--- src/rtl/uart_tx_arb_pkg.sv ---
// Shared types and constants for the UART transmit arbiter and its round-robin picker.
package uart_tx_arb_pkg;

    localparam int unsigned BYTE_W = 8;
    localparam logic [BYTE_W-1:0] HDR_BASE_DEFAULT = 8'h80;

    typedef enum logic [2:0] {
        ST_ARB      = 3'd0,
        ST_HDR      = 3'd1,
        ST_GET      = 3'd2,
        ST_WAIT_RDY = 3'd3,
        ST_PULSE    = 3'd4,
        ST_WAIT_ACK = 3'd5
    } state_e;

    // Byte latched for transmission plus its packet-context flags
    typedef struct packed {
        logic              is_hdr;
        logic              last;
        logic [BYTE_W-1:0] data;
    } tx_byte_t;

    function automatic int unsigned idx_w(input int unsigned n);
        return (n > 1) ? $clog2(n) : 1;
    endfunction

endpackage

--- src/rtl/uart_tx_arb_rr_arbiter.sv ---
// Combinational round-robin picker: first request found searching upward from ptr+1 modulo N.
module rr_arbiter
    import uart_tx_arb_pkg::*;
#(
    parameter int unsigned N  = 4,
    parameter int unsigned IW = idx_w(N)
) (
    input  logic [N-1:0]  req_i,
    input  logic [IW-1:0] ptr_i,
    output logic          any_o,
    output logic [N-1:0]  gnt_oh_o,
    output logic [IW-1:0] gnt_idx_o
);

    logic [IW-1:0] cand;

    always_comb begin
        any_o     = 1'b0;
        gnt_oh_o  = '0;
        gnt_idx_o = '0;
        cand      = '0;
        for (int unsigned k = 1; k <= N; k++) begin
            cand = IW'((32'(ptr_i) + k) % N);
            if (!any_o && req_i[cand]) begin
                any_o           = 1'b1;
                gnt_idx_o       = cand;
                gnt_oh_o[cand]  = 1'b1;
            end
        end
    end

endmodule

--- src/rtl/uart_tx_arb.sv ---
// Packet-level round-robin sharing of one UART transmitter among N byte-stream sources,
// with optional channel-ID header and idle-timeout release of the lock.
module uart_tx_arb
    import uart_tx_arb_pkg::*;
#(
    parameter int unsigned      N        = 4,
    parameter bit               HDR_EN   = 1'b1,
    parameter logic [BYTE_W-1:0] HDR_BASE = HDR_BASE_DEFAULT,
    parameter int unsigned      TIMEOUT  = 1024
) (
    input  logic                clk,
    input  logic                rst,
    input  logic [N-1:0]        in_valid,
    output logic [N-1:0]        in_ready,
    input  logic [BYTE_W*N-1:0] in_data,
    input  logic [N-1:0]        in_last,
    output logic                out_valid,
    output logic [BYTE_W-1:0]   out_data,
    input  logic                out_ready,
    output logic [N-1:0]        grant,
    output logic                busy
);

    localparam int unsigned IW = idx_w(N);
    localparam int unsigned TW = (TIMEOUT > 1) ? $clog2(TIMEOUT) : 1;

    state_e              state_q;
    logic [IW-1:0]       owner_q;
    logic [IW-1:0]       ptr_q;
    logic [N-1:0]        grant_q;
    tx_byte_t            cur_q;
    logic [TW-1:0]       tcnt_q;
    logic                out_valid_q;
    logic [BYTE_W-1:0]   out_data_q;

    logic                arb_any;
    logic [N-1:0]        arb_oh;
    logic [IW-1:0]       arb_idx;
    logic                own_valid;
    logic                own_last;
    logic [BYTE_W-1:0]   own_data;

    rr_arbiter #(.N(N), .IW(IW)) u_rr (
        .req_i     (in_valid),
        .ptr_i     (ptr_q),
        .any_o     (arb_any),
        .gnt_oh_o  (arb_oh),
        .gnt_idx_o (arb_idx)
    );

    // Owner's lane selection; only the owner is ever offered in_ready, and only in GET
    always_comb begin
        own_valid = 1'b0;
        own_last  = 1'b0;
        own_data  = '0;
        in_ready  = '0;
        for (int unsigned i = 0; i < N; i++) begin
            if (owner_q == IW'(i)) begin
                own_valid = in_valid[i];
                own_last  = in_last[i];
                own_data  = in_data[i*BYTE_W +: BYTE_W];
                if (state_q == ST_GET) begin
                    in_ready[i] = in_valid[i];
                end
            end
        end
    end

    always_ff @(posedge clk) begin
        if (rst) begin
            state_q     <= ST_ARB;
            owner_q     <= '0;
            ptr_q       <= IW'(N - 1);
            grant_q     <= '0;
            cur_q       <= '0;
            tcnt_q      <= '0;
            out_valid_q <= 1'b0;
            out_data_q  <= '0;
        end else begin
            case (state_q)
                ST_ARB: begin
                    if (arb_any) begin
                        owner_q <= arb_idx;
                        grant_q <= arb_oh;
                        ptr_q   <= arb_idx;
                        tcnt_q  <= '0;
                        state_q <= HDR_EN ? ST_HDR : ST_GET;
                    end
                end
                ST_HDR: begin
                    cur_q   <= '{is_hdr: 1'b1, last: 1'b0, data: HDR_BASE + BYTE_W'(owner_q)};
                    state_q <= ST_WAIT_RDY;
                end
                ST_GET: begin
                    if (own_valid) begin
                        cur_q   <= '{is_hdr: 1'b0, last: own_last, data: own_data};
                        tcnt_q  <= '0;
                        state_q <= ST_WAIT_RDY;
                    end else if (TIMEOUT != 0 && tcnt_q == TW'(TIMEOUT - 1)) begin
                        grant_q <= '0;
                        state_q <= ST_ARB;
                    end else begin
                        tcnt_q  <= tcnt_q + TW'(1);
                    end
                end
                ST_WAIT_RDY: begin
                    if (out_ready) begin
                        out_valid_q <= 1'b1;
                        out_data_q  <= cur_q.data;
                        state_q     <= ST_PULSE;
                    end
                end
                ST_PULSE: begin
                    out_valid_q <= 1'b0;
                    state_q     <= ST_WAIT_ACK;
                end
                ST_WAIT_ACK: begin
                    // Transmitter has taken the byte once it reports not-idle
                    if (!out_ready) begin
                        tcnt_q <= '0;
                        if (!cur_q.is_hdr && cur_q.last) begin
                            grant_q <= '0;
                            state_q <= ST_ARB;
                        end else begin
                            state_q <= ST_GET;
                        end
                    end
                end
                default: begin
                    state_q <= ST_ARB;
                end
            endcase
        end
    end

    assign out_valid = out_valid_q;
    assign out_data  = out_data_q;
    assign grant     = grant_q;
    assign busy      = (state_q != ST_ARB);

endmodule

--- config.mk ---
export PLATFORM = sky130hd
export DESIGN_NAME = uart_tx_arb
export DESIGN_NICKNAME = d
export VERILOG_FILES = /design/src/rtl/uart_tx_arb_pkg.sv /design/src/rtl/uart_tx_arb_rr_arbiter.sv /design/src/rtl/uart_tx_arb.sv
export SDC_FILE = /design/constraint.sdc
export NUM_CORES = 1
export LEC_CHECK = 0
export CORE_MARGIN = 2
export CORE_UTILIZATION = 63
export CTS_CLUSTER_SIZE = 8
export DETAILED_ROUTE_END_ITERATION = 6
export DONT_BUFFER_PORTS = 1
export MAX_ROUTING_LAYER = met4
export PLACE_DENSITY = 0.79
export SKIP_LAST_GASP = 1
export SYNTH_ARGS = -nofsm -noshare
export SYNTH_HDL_FRONTEND = slang
export SYNTH_SLANG_ARGS = --single-unit
--- constraint.sdc ---
create_clock -name clk -period 3.3 [get_ports clk]
set_clock_uncertainty 0.05 [all_clocks]
set_input_delay 0.99 -clock clk [delete_from_list [all_inputs] [get_ports clk]]
set_output_delay 0.99 -clock clk [all_outputs]
set_load 0.02 [all_outputs]
* Word level (Yosys, flattened, before mapping)
Cells that the tools add are included.
** Word-level totals
- Bits in registers :: 40
- Latch bits :: 0
- Bits in writable memories :: 0
- Memory bits (read-only) :: 0
- Memories kept :: 0
** Cells by class
- Add/subtract/negate cells :: 6
- Multiply operators :: 0
- Div/mod/pow operators :: 0
- Magnitude comparators :: 8
- Equal/unequal tests :: 18
- Shift operators :: 0
- Mux-type cells :: 70
- Bitwise logic cells :: 3
- Reduce and logical (&&, ||, !) cells :: 25
** Operator list (number)
- 10-bit two-way mux :: 5
- 4-bit two-way mux :: 9
- 8-bit two-way mux :: 4
- 10-bit one-hot mux with 3 select lines :: 1
- 1-bit two-way mux :: 29
- 10-bit one-hot mux with 2 select lines :: 1
- 3-bit one-hot mux with 6 select lines :: 1
- 3-bit two-way mux :: 5
- 2-bit by 3-bit < comparator with 1-bit output, second input constant :: 4
- 2-bit != test, second input constant :: 6
- 4-bit bitwise OR :: 3
- 4-bit one-hot mux with 3 select lines :: 1
- 10-bit by 1-bit adder with 10-bit output, second input constant :: 1
- 10-bit == test, second input constant :: 1
- 2-bit two-way mux :: 5
- 8-bit by 2-bit adder with 8-bit output, first input constant :: 1
- 1-bit binary-select mux with 2-bit select :: 4
- 1-bit demux with 2-bit select :: 4
- 2-bit by 1-bit greater-or-equal comparator with 1-bit output, second input constant :: 4
- 1-bit logical AND :: 8
- 2-bit AND reduction :: 4
- 4-bit AND reduction :: 2
- 3-bit by 2-bit == test with 1-bit output, second input constant :: 2
- 3-bit == test, second input constant :: 2
- other kinds (15) :: 23

* Logic depth before layout (Yosys ltp)
Gate-level depths: netlist of the first run.
- Depth in word-level cells :: 15
- Depth in mapped cells :: 10
- Depth with buffers taken out :: 7

* Hierarchy
Synthesis of the first run repeated with hierarchy kept, for this count alone.
** Second synthesis, totals
- Cells, all modules :: 328
- Area total of the unflattened synthesis :: 2855.2 um^2
** Modules (own cells, without submodules)
- uart_tx_arb :: instances 1, cells each 243, area an instance 2223.4 um^2, sequential area each 800.8 um^2
- rr_arbiter :: instances 1, cells each 85, area an instance 631.9 um^2, sequential area each 0.0 um^2

* Worst setup path after synthesis of the first run
No wires, ideal clock.
- Path kind :: input -> output
- Start :: in in_valid[0]
- End :: out in_ready[0]
- Arrival :: 1.704 ns
- Data required time :: 2.260 ns
- Setup slack :: 0.556 ns
- Stages on the path :: 1
- Path buffers :: 0
- Cell sequence :: nor4b_1
** Between the ends
- Cells in the longest elaborated chain, start to end :: 2
** Ends and longest elaborated chain
- start, declared :: line uart_tx_arb.sv:13 : input logic [N-1:0] in_valid,
- 1-bit two-way mux :: line uart_tx_arb.sv:62 : if (state_q == ST_GET) begin
- 1-bit two-way mux :: line uart_tx_arb.sv:58 : if (owner_q == IW'(i)) begin
- end, declared :: line uart_tx_arb.sv:14 : output logic [N-1:0] in_ready,
Every way passes these cells.

* Final worst setup path of the first run
- Start :: reg state_q[1]
- End :: out in_ready[0]
** Between the ends
- Cells in the longest elaborated chain, start to end :: 3
** Ends and longest elaborated chain
- start, declared :: line uart_tx_arb.sv:27 : state_e state_q;
- start signal, assigned :: line uart_tx_arb.sv:87 : state_q <= HDR_EN ? ST_HDR : ST_GET;
- 3-bit by 2-bit == test with 1-bit output :: line uart_tx_arb.sv:62
- 1-bit two-way mux :: line uart_tx_arb.sv:62
- 1-bit two-way mux :: line uart_tx_arb.sv:58
Every way passes these cells.

==> results of run 1 <==
## final cells by class
type | count | area (sq um)
inverters | 6 | 22.5
fillers | 343 | 1270
flip-flops and latches | 40 | 801
multi-input cells | 228 | 1660
clock inverters | 3 | 42.5
repair buffers | 6 | 45.0
well taps | 50 | 62.6
clock buffers | 5 | 68.8
## Yosys cell counts (5+ instances only)
cell type  count
ha_1           9
mux4_2        12
nor2b_1       10
buf_2          9
clkbuf_1      10
mux2i_1        5
o21ai_0        5
nand2b_1       9
nand2_1       32
nand3_1       12
dfxtp_1       40
o31ai_1        7
nor2_1        19
and3_1         5
or4_1          7
a21oi_1       34
inv_1          6
nor3_1         5
a221oi_1       7
## flip-flops by register name, summed over array words and instances (netlist names)
signal     cells
out_valid      1
grant          4
out_data       8
cur_q         10
owner_q        2
tcnt_q        10
ptr_q          2
state_q        3
## layout by cell type (no fill, tap or decap), types with 2 or more instances in the layout
cell	instances
a21oi_1	34
nor2_1	19
a22o_1	4
o2bb2ai_1	4
dfxtp_1	40
inv_1	6
buf_4	6
ha_1	9
o2111a_1	2
and4_1	2
o21ai_0	5
a221oi_1	7
and2_1	2
nor3_1	5
o22ai_1	3
mux2i_1	5
nand3_1	12
a22oi_1	2
clkbuf_8	5
nand2_1	32
a311oi_1	3
and3_1	5
or4_1	7
nor2b_1	10
nand2b_1	9
mux4_2	12
o31ai_1	7
## worst max-delay path, stage by stage (launching register included)
cell and delay (ns):
dfxtp_1 0.48, nor2b_1 0.21, nand2b_1 0.19, nor4b_1 0.38
buf_4 0.21
## worst max-delay path by stage
stage | endpoint | start | slack (ns)
floorplan | in_ready[0] | in_valid[0] | 0.56
global placement | grant[1] | in_valid[2] | 0.57
detailed placement | grant[3] | in_valid[1] | 0.54
CTS | in_ready[0] | state_q[1] | 0.52
global route | grant[0] | ptr_q[0] | 0.32
finish | in_ready[0] | state_q[1] | 0.50
## routing by layer
metal | up-vias | part of all wire [%] | wire, um | track usage (%)
li1 | 1090 | - | - | -
met1 | 1039 | 44 | 2430 | 33.7
met2 | 60 | 49 | 2700 | 42.0
met3 | 5 | 5.9 | 323 | 6.74
met4 | 0 | 1.0 | 55 | 7.75
met5 | - | 0 | 0 | -
## metrics by stage
step / instance area, sq um / hold WS (ns) / power [mW] / util, % / worst slack, ns
after floorplan: 2590 / 0.382 / 1.58 / - / 0.556
after global placement: 2590 / 0.386 / 1.72 / 65.3 / 0.571
after detailed placement: 2590 / 0.398 / 1.74 / 65.3 / 0.539
after CTS: 2710 / 0.408 / 2.13 / 68.1 / 0.516
after global routing: 2710 / 0.423 / 2.29 / 68.1 / 0.316
final: 2710 / 0.405 / 2.13 / 68.1 / 0.501
## logic make-up (layout without fill, tap and decap cells)
logic type | after synthesis | in the layout | share of synthesized area (%)
AO/OA/AOI/OAI | 84 | 84 | 22.4
adder cells (fa/ha/maj) | 9 | 9 | 4.34
buffers and inverters | 28 | 20 | 5.06
flip-flops | 40 | 40 | 30.9
multiplexers | 19 | 19 | 13.8
AND/OR/NAND/NOR | 116 | 116 | 23.6
## power by group
part	internal (mW)	switching [mW]	leakage, nW
combinational	0.473	0.562	0.566
sequential	0.563	0.134	0.325
clock	0.224	0.170	0.0541
total	1.26	0.866	0.945
==> flow_summary.toml, run 1 <==
[synth]
ys_seq_area_share_pct = 30.9
synth_top_area_share_pct = 30.9
syn_inst = 296
synth.net_count = 348
netlist_top_cells_area = "dfxtp_1, mux4_2, a21oi_1"
syn_avg_cell_area_sq_um = 8.77
ys.flop_type = "dfxtp_1"
async_flop_share_pct = 0
ys_ff_latch = 40
yosysWarnings = 0
synthDistinctLibCells = 57
yosysTopAreaCell = "dfxtp_1"
synth_edf_count = 0
synth_area_sq_um = 2590

[final_layout]
drive_above_1_share_pct = 12.2
nets = 339
finalNonFillerCells = 338
area_delta_synth_final_pct = 4.24
diodes = 0

[setup_path]
rrSetupSlack_ns = 0.58
crit_path_start_kind = "flip-flop"
critPathKind = "reg -> out"
crit-reg2reg-launch = "ptr_q[0]"
arrival_ns = 1.76
worst-path-max-fanout = 10
r2r_end = "grant[1]"
worst_setup_path_end_kind = "primary output"
required_ns = 2.26
r2r_cells = 7

[floorplan]
initial_utilization_pct = 65.3
core_area_sq_um = 3970
boundaryPins = 61
dieHeight_um = 68.2
rows = 23
die_x_um = 68.2
die_area_sq_um = 4650

[placement]
io_buffers = 0
post-place-cells = 330
dp_hpwl_um = 4100
gp_congestion = 0.861

[pwr]
peakVddDrop_mv = 0.569
powerDensity_nw_per_um2 = 786
p_leak_nw = 0.945

[min_path]
holdPathEnd = "out_data[2]"
hold_path.class = "reg -> reg"
whs_path_depth = 2
hp-start = "cur_q[2]"

[sta]
timing.final.crit_share_pct = 84.8
slew_viol_final = 0
period_minus_slack_ns = 2.80
timing.slew.headroom_pct = 45.8
timing.fmax_mhz = 357
hold_viol = 0
rsz0062_at_grt = "false"
fin_setup_tns_ns = 0
worst_pin_slew_ns = 0.806
finalSetupViolCount = 0

[clock_network]
numClockSinks = 40
cts_tree = "built"
clk_latency_ns = 0.30
cts_setup_buffers = 0
postCtsHoldBufs = 0
numCtsBuffers = 5
htree_num_levels = 2
post_cts_resized = 0
clock_path_buffers = 2
clkSlewWorstSetupHoldPaths_ns = 0.08
root_buffer = "clkbuf_8"

[detailed_routing]
ant_nets = 0
vias = 2194
wl_um = 5510
vias_per_cell = 6.49
initialDrtViolationCount = 157
drt_pass1_iterations = 4
drc = 0
wl_per_cell_um = 16.3

[global_routing]
antenna_found_initial = 0
grt_pass1_wl_um = 9020
overflow = 0
grt_max_degree = 29
grtUsageTotal_pct = 26.6
grt_pass1_vias = 1898

[outcome]
status = "finished clean"

[job]
maxCapViolCount = 0
(Power assumes the default switching activity.)
==> inputs of run 2 (changes only) <==
--- a/config.mk
+++ b/config.mk
@@ -6,12 +6,12 @@
 export NUM_CORES = 1
 export LEC_CHECK = 0
 export CORE_MARGIN = 2
-export CORE_UTILIZATION = 63
+export CORE_UTILIZATION = 57
 export CTS_CLUSTER_SIZE = 8
 export DETAILED_ROUTE_END_ITERATION = 6
 export DONT_BUFFER_PORTS = 1
 export MAX_ROUTING_LAYER = met4
-export PLACE_DENSITY = 0.79
+export PLACE_DENSITY = 0.75
 export SKIP_LAST_GASP = 1
 export SYNTH_ARGS = -nofsm -noshare
 export SYNTH_HDL_FRONTEND = slang
==> constraint.sdc (replaced) <==
create_clock -name clk -period 2.5 [get_ports clk]
set_clock_uncertainty 0.05 [all_clocks]
set_input_delay 0.75 -clock clk [delete_from_list [all_inputs] [get_ports clk]]
set_output_delay 0.75 -clock clk [all_outputs]
set_load 0.02 [all_outputs]
==> flow_summary.toml, run 2 (synthesized netlist as in run 1, its figures left out) <==
[final_layout]
finalNonFillerCells = 355
area_delta_synth_final_pct = 9.74
final_cell_mix = "dfxtp_1, a21oi_1, nand2_1, buf_4, nor2_1"
layout_commonest_cell = "dfxtp_1"
diodes = 0
drive_above_1_share_pct = 16.5
nets = 354
fill_cells = 383
final_cell_area_sq_um = 2850

[setup_path]
rrSetupSlack_ns = 0.13
crit_path_start_kind = "flip-flop"
crit_end = "in_ready[0]"
startpoint = "state_q[0]"
arrival_ns = 1.58
worst_setup_path_end_kind = "primary output"
r2r_end = "tcnt_q[9]"
crit-reg2reg-launch = "ptr_q[1]"
worst-path-max-fanout = 7
r2r_cells = 8
required_ns = 1.70
critPathKind = "reg -> out"

[global_routing]
grt_max_degree = 29
grt_use_met2_pct = 41.3
grt_pass1_wl_um = 9760
grt-busiest-layer = "met2"
overflow = 0
grt_pass1_vias = 2090
antenna_found_initial = 0
grtUsageTotal_pct = 24.7
gr-usage-met3_pct = 4.92
gr-usage-met1_pct = 30.1

[sta]
timing.fmax_mhz = 421
hold_viol = 0
worst_pin_slew_ns = 0.654
rsz0062_at_grt = "false"
timing.final.crit_share_pct = 95.0
timing.slew.headroom_pct = 56.2
period_minus_slack_ns = 2.38
fin_setup_tns_ns = 0
slew_viol_final = 0
finalSetupViolCount = 0

[detailed_routing]
drt_pass1_iterations = 4
drc = 0
initialDrtViolationCount = 165
ant_nets = 0
vias_per_cell = 6.43
wl_per_cell_um = 17.0
vias = 2281
wl_um = 6040

[floorplan]
rows = 24
boundaryPins = 61
core_area_sq_um = 4380
dieHeight_um = 71.5
die_x_um = 71.5
die_area_sq_um = 5110
initial_utilization_pct = 59.2

[clock_network]
numClockSinks = 40
root_buffer = "clkbuf_8"
clock_path_buffers = 2
post_cts_resized = 0
htree_num_levels = 2
postCtsHoldBufs = 0
clkSlewWorstSetupHoldPaths_ns = 0.08
cts_setup_buffers = 0
clk_latency_ns = 0.29
numCtsBuffers = 5
cts_tree = "built"

[placement]
gp_congestion = 0.851
dpl-instance-area_sq_um = 2720
dp_hpwl_um = 4420
io_buffers = 0
post-place-cells = 347

[outcome]
status = "finished clean"

[job]
maxCapViolCount = 0

[min_path]
hold_path.class = "reg -> reg"

[pwr]
p_leak_nw = 1.03
peakVddDrop_mv = 0.768
powerDensity_nw_per_um2 = 1060
## run 2: cell count changes in the layout (fill, tap and decap cells not counted)
cell / before / now
clkbuf_8: 5 / 7
clkinvlp_4: 1 / 0
buf_12: 0 / 1
buf_4: 6 / 20
clkinv_2: 1 / 0
## run 2: report_power, final
group / leakage (nW) / internal [mW] / switching [mW]
registers: 0.325 / 0.743 / 0.126
logic: 0.643 / 0.741 / 0.835
clock network: 0.0645 / 0.352 / 0.219
## run 2: area by class of cell
| cell class | instances | area (sq um) | share of cell area (%) |
|---|---|---|---|
| sequential | 40 | 801 | 28.1 |
| tap | 52 | 65.1 | 2.28 |
| multi-input combinational | 228 | 1660 | 58.4 |
| timing repair buffer | 21 | 170 | 5.98 |
| inverter | 6 | 22.5 | 0.791 |
| clock inverter | 1 | 30.0 | 1.05 |
| clock buffer | 7 | 96.3 | 3.38 |
## run 2: worst min-delay path by stage
| stage | from | end | slack [ns] | cells past startpoint |
|---|---|---|---|---|
| final | cur_q[1] | out_data[1] | 0.40 | 2 |
| after global routing | cur_q[5] | out_data[5] | 0.42 | 2 |
| after CTS | cur_q[1] | out_data[1] | 0.39 | 2 |
| after detailed placement | cur_q[1] | out_data[1] | 0.39 | 2 |
| after global placement | cur_q[1] | out_data[1] | 0.39 | 2 |
| after floorplan | cur_q[1] | out_data[1] | 0.38 | 2 |
## run 2: critical path, cell delays in order (launching register included)
cell and delay [ns]:
dfxtp_1 0.38, nor2b_1 0.20, nand2b_1 0.10, nor4b_1 0.38, buf_4 0.22
## run 2: layer usage
layer	wire, um	share of wire, %
met1	2660	44
met2	3030	50
met3	319	5.3
met4	42	0.69
met5	0	0
## run 2: per-stage QoR
step	setup WS (ns)	utilization [%]	hold slack [ns]	power [mW]
2_1_floorplan	0.0160	-	0.382	2.10
6_report	0.125	65.0	0.398	3.02
3_5_place_dp	0.0804	62.1	0.392	2.44
4_1_cts	0.122	65.0	0.395	3.02
3_3_place_gp	0.124	62.1	0.387	2.41
5_1_grt	0.0317	65.0	0.422	3.21
==> inputs of run 3 (changes only) <==
--- a/config.mk
+++ b/config.mk
@@ -7,6 +7,7 @@
 export LEC_CHECK = 0
 export CORE_MARGIN = 2
 export CORE_UTILIZATION = 57
+export CTS_CLUSTER_DIAMETER = 100
 export CTS_CLUSTER_SIZE = 8
 export DETAILED_ROUTE_END_ITERATION = 6
 export DONT_BUFFER_PORTS = 1
==> results of run 3 <==
No change in the layout: final DEF, timing and power equal those of run 2.
